`src/rtl/tilemap_render.sv`:
```
// Tile-map VGA renderer: 4-stage pipeline from pixel row/col to palette RGB.
// Ports: clk, reset (sync, low), row/col/HS/VS/blank in, tile map and
// pattern ROM read ports, palette write port, VGA RGB/sync out.
// Option: TILEMAP_SCROLL_EN adds scroll_x/scroll_y, latched on raw VS rise.
module tilemap_render #(
  parameter int MAP_COLS = 80,
  parameter int LATENCY  = 4
) (
  input  logic        clk,
  input  logic        reset,
  input  logic [8:0]  row,
  input  logic [9:0]  col,
  input  logic        HS,
  input  logic        VS,
  input  logic        blank,
  output logic [12:0] tmap_addr,
  input  logic [7:0]  tmap_data,
  output logic [13:0] pat_addr,
  input  logic [1:0]  pat_data,
  input  logic        pal_we,
  input  logic [1:0]  pal_idx,
  input  logic [23:0] pal_data,
  output logic [7:0]  VGA_R,
  output logic [7:0]  VGA_G,
  output logic [7:0]  VGA_B,
  output logic        VGA_HS,
  output logic        VGA_VS,
  output logic        VGA_BLANK_N
`ifdef TILEMAP_SCROLL_EN
  ,
  input  logic [9:0]  scroll_x,
  input  logic [8:0]  scroll_y
`endif
);

  logic [9:0] x;
  logic [8:0] y;

`ifdef TILEMAP_SCROLL_EN
  logic [9:0]  sx_sh;
  logic [8:0]  sy_sh;
  logic        vs_q;
  logic [10:0] xs;
  logic [9:0]  ys;

  // Shadows only move on a raw VS rise so a frame never tears.
  always_ff @(posedge clk) begin
    if (!reset) begin
      sx_sh <= '0;
      sy_sh <= '0;
      vs_q  <= 1'b0;
    end else begin
      vs_q <= VS;
      if (VS && !vs_q) begin
        sx_sh <= (scroll_x > 10'd639) ? 10'd0 : scroll_x;
        sy_sh <= (scroll_y > 9'd479) ? 9'd0 : scroll_y;
      end
    end
  end

  always_comb begin
    xs = {1'b0, col} + {1'b0, sx_sh};
    ys = {1'b0, row} + {1'b0, sy_sh};
    x  = (xs >= 11'd640) ? 10'(xs - 11'd640) : xs[9:0];
    y  = (ys >= 10'd480) ? 9'(ys - 10'd480) : ys[8:0];
  end
`else
  assign x = col;
  assign y = row;
`endif

  logic [2:0]  fx1, fy1;
  logic [23:0] color3;
  logic [23:0] pal [4];
  logic [LATENCY-2:0] hs_d, vs_d, bl_d;

  // S1: tile map address and fine offsets.
  always_ff @(posedge clk) begin
    if (!reset) begin
      tmap_addr <= '0;
      fx1       <= '0;
      fy1       <= '0;
    end else begin
      tmap_addr <= 13'(y[8:3]) * 13'(MAP_COLS) + 13'(x[9:3]);
      fx1       <= x[2:0];
      fy1       <= y[2:0];
    end
  end

  // S2: pattern ROM address.
  always_ff @(posedge clk) begin
    if (!reset) begin
      pat_addr <= '0;
    end else begin
      pat_addr <= {tmap_data, fy1, fx1};
    end
  end

  // Palette: a read in the write cycle sees the old entry.
  always_ff @(posedge clk) begin
    if (!reset) begin
      pal[0] <= 24'h000000;
      pal[1] <= 24'hFF0000;
      pal[2] <= 24'h00FF00;
      pal[3] <= 24'h0000FF;
    end else if (pal_we) begin
      pal[pal_idx] <= pal_data;
    end
  end

  // S3: palette lookup.
  always_ff @(posedge clk) begin
    if (!reset) begin
      color3 <= '0;
    end else begin
      color3 <= pal[pat_data];
    end
  end

  // Syncs ride alongside S1..S3, then S4 registers them out.
  always_ff @(posedge clk) begin
    if (!reset) begin
      hs_d <= '0;
      vs_d <= '0;
      bl_d <= '0;
    end else begin
      hs_d <= {hs_d[LATENCY-3:0], HS};
      vs_d <= {vs_d[LATENCY-3:0], VS};
      bl_d <= {bl_d[LATENCY-3:0], blank};
    end
  end

  // S4: outputs, colour forced black while blanked.
  always_ff @(posedge clk) begin
    if (!reset) begin
      VGA_R       <= '0;
      VGA_G       <= '0;
      VGA_B       <= '0;
      VGA_HS      <= 1'b0;
      VGA_VS      <= 1'b0;
      VGA_BLANK_N <= 1'b0;
    end else begin
      {VGA_R, VGA_G, VGA_B} <= bl_d[LATENCY-2] ? 24'd0 : color3;
      VGA_HS      <= hs_d[LATENCY-2];
      VGA_VS      <= vs_d[LATENCY-2];
      VGA_BLANK_N <= ~bl_d[LATENCY-2];
    end
  end

endmodule

```
`config.mk`:
```
export PLATFORM = sky130hd
export DESIGN_NAME = tilemap_render
export DESIGN_NICKNAME = d
export VERILOG_FILES = /design/src/rtl/tilemap_render.sv
export SDC_FILE = /design/constraint.sdc
export NUM_CORES = 1
export LEC_CHECK = 0
export BUFFER_PORTS_ARGS = -buffer_cell sky130_fd_sc_hd__buf_2
export CAP_MARGIN = 15
export CELL_PAD_IN_SITES_DETAIL_PLACEMENT = 0
export CELL_PAD_IN_SITES_GLOBAL_PLACEMENT = 1
export CORE_ASPECT_RATIO = 1.4
export CORE_MARGIN = 5
export CORE_UTILIZATION = 40
export DETAILED_ROUTE_END_ITERATION = 6
export PLACE_DENSITY = 0.84
export SYNTH_ARGS = -nofsm -noshare
export SYNTH_HDL_FRONTEND = slang
export SYNTH_SLANG_ARGS = --single-unit
```
`constraint.sdc`:
```
create_clock -name clk -period 1.89 [get_ports clk]
set_input_delay 0.189 -clock clk [delete_from_list [all_inputs] [get_ports clk]]
set_output_delay 0.189 -clock clk [all_outputs]
set_load 0.03 [all_outputs]
```
==> reports/results.ini <==
[run_status]
status = finished, final reports clean

[placed_design]
io_buffers = 114
dp_worst_setup_slack_ns = -0.2648
routabilityCongestion = 0.7860
dp_cells = 823
dp_hpwl_microns = 8982
postPlaceCellArea_sq_mm = 0.007998

[global_route]
busiest_layer = met2
grt_max_degree = 49
grt-ovfl-total = 0
grt_pass1_wl_microns = 22340
first_global_vias = 4418
grtUsageMet2 = 0.2513
grtUsageMet3 = 0.03914
antenna_found_initial = 3
groute.usage.overall = 0.1437
met1_usage = 0.1638

[floorplan]
core_sq_mm = 0.01733
row_count = 57
num_io_pins = 115
die_h_microns = 167.2
die_w_microns = 122.3
die-area_sq_mm = 0.02045
start_util = 0.4074

[routing]
ant_nets = 0
viasPerCell = 4.679
routedWlPerCell_microns = 16.16
drc = 0
drt_iter0_drc = 190
wl_microns = 14190
drt_first_pass_iters = 4
dr_total_vias = 4108

[sta]
worst_pin_slew_ns = 0.4737
period_needed_ns = 1.746
hold_violations = 0
rsz0062_at_grt = false
maxSlewHeadroom = 0.6842
tns_ns = 0
fin_ws_ns = 0.1444
fin_crit_sh = 0.9236
setup_violations = 0
slew_viol_final = 0
fin_skew_ns = 0.009708
fmax_mhz = 572.9

[synthesis]
synth.avg_cell_area_sq_um = 14.68
synthTopCellsByCount = and2_1 (143), edfxtp_1 (96), dfxtp_1 (93)
ys.flop_type = edfxtp_1
ys_seq_area_frac = 0.6720
ys_async_sr_fraction = 0
synth_area_leaders = edfxtp_1 (41%), dfxtp_1 (26%), and2_1 (13%), mux4_2 (7.7%), ha_1 (1.9%)
synth_edf_count = 96
syn_area_sq_mm = 0.007061
yosysWarnings = 0
ys_seq_elements = 189
yosysUniqueCellTypes = 37
synth_fp_nets = 555
syn_inst = 481
synth_most_common_cell = and2_1
synth_top_area_cell = edfxtp_1
synth_top_area_frac = 0.4083

[job]
maxCapViolations = 0

[power]
power_density_mw_per_mm2 = 1040
vdd_drop_max_mv = 0.5722
p_leak_nw = 3.635

[layout]
syn_to_final_growth_pct = 24.86
fill_cells = 1501
multi_input_area_sq_mm = 0.002195
finalNonFillerCells = 878
fin_nets = 701
drive_gt1_frac = 0.3094
seq_area_sq_mm = 0.004745
final_area_sq_mm = 0.008816

[setup_path]
cp.required_ns = 2.24
cp.arrival_ns = 2.10
crit_path_end_kind = flip-flop
path_class = in2reg
path_max_fanout = 3
start_kind = input pin

[clock_network]
clockBufferDepth = 2
cts-buffers-inserted = 17
h-tree-depth = 4
clkSlewWorstSetupHoldPaths_ns = 0.07
clockRootBuffer = clkbuf_16
cts_tree = built
clk_latency_ns = 0.42
clock-sinks = 189

[worst_hold_path]
min_path_type = in2reg

## where the power goes
group | switching (W) | internal, W | total, W
registers | 0.0000665 | 0.00460 | 0.00467
logic | 0.000521 | 0.000420 | 0.000940
clock network | 0.00149 | 0.00207 | 0.00356
total | 0.00207 | 0.00710 | 0.00917
## path summary, 6_finish.rpt
| kind | from | cells past startpoint | endpoint | slack [ns] |
|---|---|---|---|---|
| setup / recovery | row[4] | 8 | tmap_addr[10] | 0.14 |
| hold / removal | pal_data[10] | 2 | pal[2][10] | 0.06 |
| setup reg to reg | pal[2][17] | 2 | color3[17] | 0.77 |
| hold reg to reg | vs_d[1] | 1 | vs_d[2] | 0.43 |
## through the flow
| stage | hold WS (ns) | power (W) | util |
|---|---|---|---|
| 3_5_place_dp | 0.3997 | 0.005676 | 0.4615 |
| 2_1_floorplan | 0.3163 | 0.005334 | - |
| 4_1_cts | 0.03470 | 0.009255 | 0.5079 |
| 6_report | 0.06137 | 0.009170 | 0.5087 |
| 3_3_place_gp | 0.3950 | 0.005625 | 0.4615 |
| 5_1_grt | 0.03912 | 0.009539 | 0.5087 |
## worst max-delay path, cell delays in order
cell     delay [ns]
buf_2          0.11
ha_1           0.29
ha_1           0.24
fa_1           0.41
xor2_1         0.25
and4b_1        0.30
xnor3_1        0.23
nor2_1         0.10
## flip-flops by register name, indices dropped and copies added (netlist names)
| signal | flops |
|---|---|
| VGA_BLANK_N | 1 |
| VGA_B | 8 |
| pat_addr | 14 |
| color3 | 24 |
| bl_d | 3 |
| VGA_G | 8 |
| hs_d | 3 |
| pal | 96 |
| fy1 | 3 |
| VGA_HS | 1 |
| fx1 | 3 |
| vs_d | 3 |
| VGA_VS | 1 |
| tmap_addr | 13 |
| VGA_R | 8 |
## layout by cell type, fill, tap and decap left out, types with 12 or more instances in the layout
cell           synthesis  layout
and2_1               143     143
and3_1                18      18
buf_2                  4     114
buf_4                  1      12
clkbuf_16              0      17
dfxtp_1               93      93
dlygate4sd3_1          0      21
edfxtp_1              96      96
mux4_2                24      24
nand2b_1              17      17
## what timing repair did
item | CTS | global route
gates resized for setup | 0 | 1
setup buffers | 0 | 0
endpoints found under the hold margin | 21 | 0
setup endpoints to repair | 0 | 1
hold buffers | 21 | 0
## routing by layer
metal  vias to the layer above  routed length [microns]
met5                         -                        7
met4                         2                      333
met1                      2007                     5674
met2                       118                     7412
li1                       1957                        -
met3                        24                      759
## cells by family after synthesis
logic type | count (synthesis) | share of synthesized area
AND/OR/NAND/NOR | 209 | 0.1866
flip-flops | 189 | 0.6720
buffers and inverters | 28 | 0.01932
multiplexers | 25 | 0.07797
adder cells (fa/ha/maj) | 13 | 0.02516
AO/OA/AOI/OAI | 12 | 0.01081
XOR/XNOR | 5 | 0.008152
## cell type report
| cell class | count | area share |
|---|---|---|
| Clock buffer | 17 | 0.04825 |
| Clock inverter | 15 | 0.01916 |
| Tap cell | 236 | 0.03349 |
| Antenna cell | 2 | 0.0005677 |
| Timing Repair Buffer | 152 | 0.1101 |
| Sequential cell | 189 | 0.5382 |
| Multi-Input combinational cell | 264 | 0.2489 |
| Inverter | 3 | 0.001277 |
(Power assumes the default switching activity.)
